File: src/rtl/circuit_i_arbiter.sv
// rtl/circuit_i_arbiter.sv - two-requester arbiter/sequencer for a shared combinational unit
// Define CIRCUIT_I_ARB_RR_EN for round-robin tie-breaking; otherwise requester 0 wins ties.
module circuit_i_arbiter #(
  parameter int WIDTH = 16,
  parameter int SEL_W = 2
) (
  input  logic             CLK,
  input  logic             RESET,
  input  logic [1:0]       REQ,
  input  logic [WIDTH-1:0] A0,
  input  logic [WIDTH-1:0] B0,
  input  logic [SEL_W-1:0] S0,
  input  logic [WIDTH-1:0] A1,
  input  logic [WIDTH-1:0] B1,
  input  logic [SEL_W-1:0] S1,
  output logic [1:0]       GNT,
  output logic [1:0]       DONE,
  output logic [WIDTH-1:0] RESULT,
  output logic             BUSY,
  output logic [7:0]       OPS_DONE,
  output logic [WIDTH-1:0] UNIT_A,
  output logic [WIDTH-1:0] UNIT_B,
  output logic [SEL_W-1:0] UNIT_S,
  input  logic [WIDTH-1:0] UNIT_Y
);

  typedef enum logic {IDLE, EXEC} state_e;

  state_e           state_q, state_d;
  logic             owner_q, owner_d;
  logic [1:0]       gnt_q, gnt_d;
  logic [1:0]       done_q, done_d;
  logic [WIDTH-1:0] result_q, result_d;
  logic [7:0]       ops_q, ops_d;
  logic [WIDTH-1:0] unit_a_q, unit_a_d;
  logic [WIDTH-1:0] unit_b_q, unit_b_d;
  logic [SEL_W-1:0] unit_s_q, unit_s_d;
  logic             win;

`ifdef CIRCUIT_I_ARB_RR_EN
  logic pri_q, pri_d;
  // On a tie the preferred requester wins; a lone request wins outright.
  assign win = (REQ == 2'b11) ? pri_q : ~REQ[0];
`else
  assign win = ~REQ[0];
`endif

  always_comb begin
    state_d  = state_q;
    owner_d  = owner_q;
    gnt_d    = 2'b00;
    done_d   = 2'b00;
    result_d = result_q;
    ops_d    = ops_q;
    unit_a_d = unit_a_q;
    unit_b_d = unit_b_q;
    unit_s_d = unit_s_q;
`ifdef CIRCUIT_I_ARB_RR_EN
    pri_d    = pri_q;
`endif
    case (state_q)
      IDLE: begin
        if (REQ != 2'b00) begin
          owner_d  = win;
          gnt_d    = win ? 2'b10 : 2'b01;
          unit_a_d = win ? A1 : A0;
          unit_b_d = win ? B1 : B0;
          unit_s_d = win ? S1 : S0;
          state_d  = EXEC;
        end
      end
      EXEC: begin
        result_d = UNIT_Y;
        done_d   = owner_q ? 2'b10 : 2'b01;
        ops_d    = ops_q + 8'd1;
`ifdef CIRCUIT_I_ARB_RR_EN
        pri_d    = ~owner_q;
`endif
        state_d  = IDLE;
      end
      default: state_d = IDLE;
    endcase
  end

  // Reset also aborts an operation in flight: no DONE, RESULT cleared.
  always_ff @(posedge CLK) begin
    if (RESET) begin
      state_q  <= IDLE;
      owner_q  <= 1'b0;
      gnt_q    <= 2'b00;
      done_q   <= 2'b00;
      result_q <= '0;
      ops_q    <= 8'd0;
      unit_a_q <= '0;
      unit_b_q <= '0;
      unit_s_q <= '0;
`ifdef CIRCUIT_I_ARB_RR_EN
      pri_q    <= 1'b0;
`endif
    end else begin
      state_q  <= state_d;
      owner_q  <= owner_d;
      gnt_q    <= gnt_d;
      done_q   <= done_d;
      result_q <= result_d;
      ops_q    <= ops_d;
      unit_a_q <= unit_a_d;
      unit_b_q <= unit_b_d;
      unit_s_q <= unit_s_d;
`ifdef CIRCUIT_I_ARB_RR_EN
      pri_q    <= pri_d;
`endif
    end
  end

  assign GNT      = gnt_q;
  assign DONE     = done_q;
  assign RESULT   = result_q;
  assign BUSY     = (state_q == EXEC);
  assign OPS_DONE = ops_q;
  assign UNIT_A   = unit_a_q;
  assign UNIT_B   = unit_b_q;
  assign UNIT_S   = unit_s_q;

endmodule
File: config.mk
export PLATFORM = sky130hd
export DESIGN_NAME = circuit_i_arbiter
export DESIGN_NICKNAME = d
export VERILOG_FILES = /design/src/rtl/circuit_i_arbiter.sv
export SDC_FILE = /design/constraint.sdc
export NUM_CORES = 1
export LEC_CHECK = 0
export ABC_AREA = 1
export BUFFER_PORTS_ARGS = -buffer_cell sky130_fd_sc_hd__buf_2
export CORE_MARGIN = 2
export CORE_UTILIZATION = 40
export CTS_CLUSTER_SIZE = 12
export DETAILED_ROUTE_END_ITERATION = 8
export PLACE_DENSITY = 0.79
export SLEW_MARGIN = 20
export SYNTH_ARGS = -nofsm -noshare
export SYNTH_HDL_FRONTEND = slang
export SYNTH_SLANG_ARGS = --single-unit
File: constraint.sdc
create_clock -name CLK -period 1.2 [get_ports CLK]
set_clock_uncertainty 0.05 [all_clocks]
set_input_delay 0.24 -clock CLK [delete_from_list [all_inputs] [get_ports CLK]]
set_output_delay 0.24 -clock CLK [all_outputs]
set_load 0.005 [all_outputs]
==> out/qor.yml <==
cp_slowest_cell: "dfxtp_4"
regToRegSetupSlack_ps: 60
cts_buffers: 9
path_clk_slew_ps: 70
cp_data_required_time_ps: 910
grt_max_degree: 37
crit_top_cell: "buf_6"
p_leak_nw: 2.16
rows: 29
syn-num-nets: 481
grt_busiest_layer: "met2"
slew_viol_final: 0
start_kind: "flop"
coreArea_mm2: 0.00642
synth_cells: 392
maxCapViolCount: 0
slowest_delay_ps: 360
p_per_area_mw_per_mm2: 1340
worst_pin_slew_ps: 312
clk_path_buf_depth: 2
worstPathArrival_ps: 910
drt-initial-drc-count: 88
crit_type: "flop to output pin"
h-tree-depth: 3
grt-ovfl-total: 0
fmax_mhz: 836
relSlewSlack: 0.791
r2r-end: "OPS_DONE[7]"
drive_above_1_share: 0.350
setup-violations-final: 0
fp.dieArea_mm2: 0.00740
yosys_register_bits: 64
ios: 151
grt_pass1_wl_um: 12100
cts_tree: "done"
antenna_found_initial: 0
n_antenna_cell: 0
cts-root-buf: "clkbuf_8"
gp_congestion: 0.739
hold_viol: 0
grt_pass1_vias: 2795
r2r_start: "BUSY"
cts_hold_buf: 0
period_share: 0.997
crit_start: "BUSY"
cts_sinks: 64
rsz0062_at_grt: "true"
drt_pass1_iterations: 4
use_met2: 0.351
num_vias: 2927
ys_types: 18
place_hpwl_um: 5230
crit_path_max_fanout: 4
met1_usage: 0.238
portBuffers: 150
outcome: "complete, no violations"
final_common_cell: "nand2_1"
crit_end: "BUSY"
crit_chain: "buf_6 -> buf_6"
area_growth_pct: 42.8
post-route-min-period_ps: 1200
wl_per_cell_um: 11.9
synth_warnings: 0
die_x_um: 86.0
hold_slack_ps: 110
final_area_mm2: 0.00384
syn_area_mm2: 0.00269
route.antenna.remaining_nets: 0
die_h_um: 86.0
r2r_cells: 7
initial_core_util: 0.419
met3_usage: 0.0500
peakVddDrop_v: 0.000610
layout.nets: 637
end_kind: "output pin"
worstSkewPairLatency_ps: 320
most-common-layout-cells: "nand2_1, buf_2, dfxtp_1"
hp-class: "input port to flop"
wl_um: 7490
syn_avg_cell_area_um2: 6.86
ys_seq_area_frac: 0.476
post-route-drc-count: 0
grt_usage: 0.203
place_area_mm2: 0.00353
vias_per_cell: 4.65
==> flip-flops by register name, indices dropped and copies added, names as in the netlist <==
signal    count
RESULT       16
GNT           2
DONE          2
UNIT_B       16
UNIT_A       16
owner_q       1
OPS_DONE      8
UNIT_S        2
BUSY          1
==> cell usage after synthesis, drive strengths merged <==
master,instances,share of area
clkbuf,9,0.013
nand2,219,0.31
inv,6,0.0084
dfxtp,64,0.48
nand3,39,0.073
nor3,2,0.0037
nor2,11,0.021
o21ai,2,0.0079
clkinv,2,0.0033
a21oi,23,0.043
ha,1,0.0047
buf,14,0.041
==> per-stage QoR <==
| stage | utilization | std cells | setup slack (ps) | setup TNS [ps] | power [W] |
|---|---|---|---|---|---|
| 2_1_floorplan | - | 392 | 7.76 | 0 | 0.00276 |
| 3_3_place_gp | 0.550 | 611 | -4.73 | -8.23 | 0.00311 |
| 3_5_place_dp | 0.550 | 611 | -32.2 | -111 | 0.00313 |
| 4_1_cts | 0.594 | 629 | -12.6 | -12.6 | 0.00521 |
| 5_1_grt | 0.598 | 629 | -29.3 | -140 | 0.00542 |
| 6_report | 0.598 | 629 | 3.60 | 0 | 0.00517 |
==> how the worst min path moves through the flow <==
stage	startpoint	endpoint	depth (start not counted)
after global routing	UNIT_Y[15]	RESULT[15]	3
final	UNIT_Y[4]	RESULT[4]	3
after detailed placement	owner_q	DONE[0]	1
after CTS	UNIT_Y[4]	RESULT[4]	3
after floorplan	UNIT_Y[0]	RESULT[0]	2
after global placement	owner_q	DONE[0]	1
==> worst max-delay path, delay by kind of cell, from the launching register on <==
kind,cells,cell delay [ps]
buffers and inverters,2,220
DFF,1,360
==> what timing repair did <==
action                                  4_1_cts  5_1_grt
endpoints found under the setup margin       25       25
resized for setup                             9        5
gates cloned                                  1        0
buffers inserted                              2        1
pin swaps                                     1        2
==> metal layers <==
layer  wire length, µm  part of all wire
met4               158             0.021
met5                 0                 0
met3               557             0.074
met1              3170              0.42
met2              3610              0.48
==> final cells by class <==
class / count / area (µm²)
Clock buffer: 12 / 155
Clock inverter: 3 / 65.1
Fill cell: 618 / 2580
Inverter: 8 / 35.0
Multi-Input combinational cell: 298 / 1260
Sequential cell: 64 / 1290
Tap cell: 77 / 96.3
Timing Repair Buffer: 167 / 942
==> power breakdown <==
part	internal [W]	switching, W
combinational	0.000373	0.000411
clock	0.00127	0.000774
sequential	0.00226	0.0000740
==> kinds of logic after synthesis <==
logic type / count (synthesis) / share of synthesized area
simple gates: 271 / 0.403
flops: 64 / 0.476
compound gates: 25 / 0.0507
buf+inv: 31 / 0.0651
fa+ha+maj: 1 / 0.00465
Note: power is estimated with default switching activity, not from simulation.
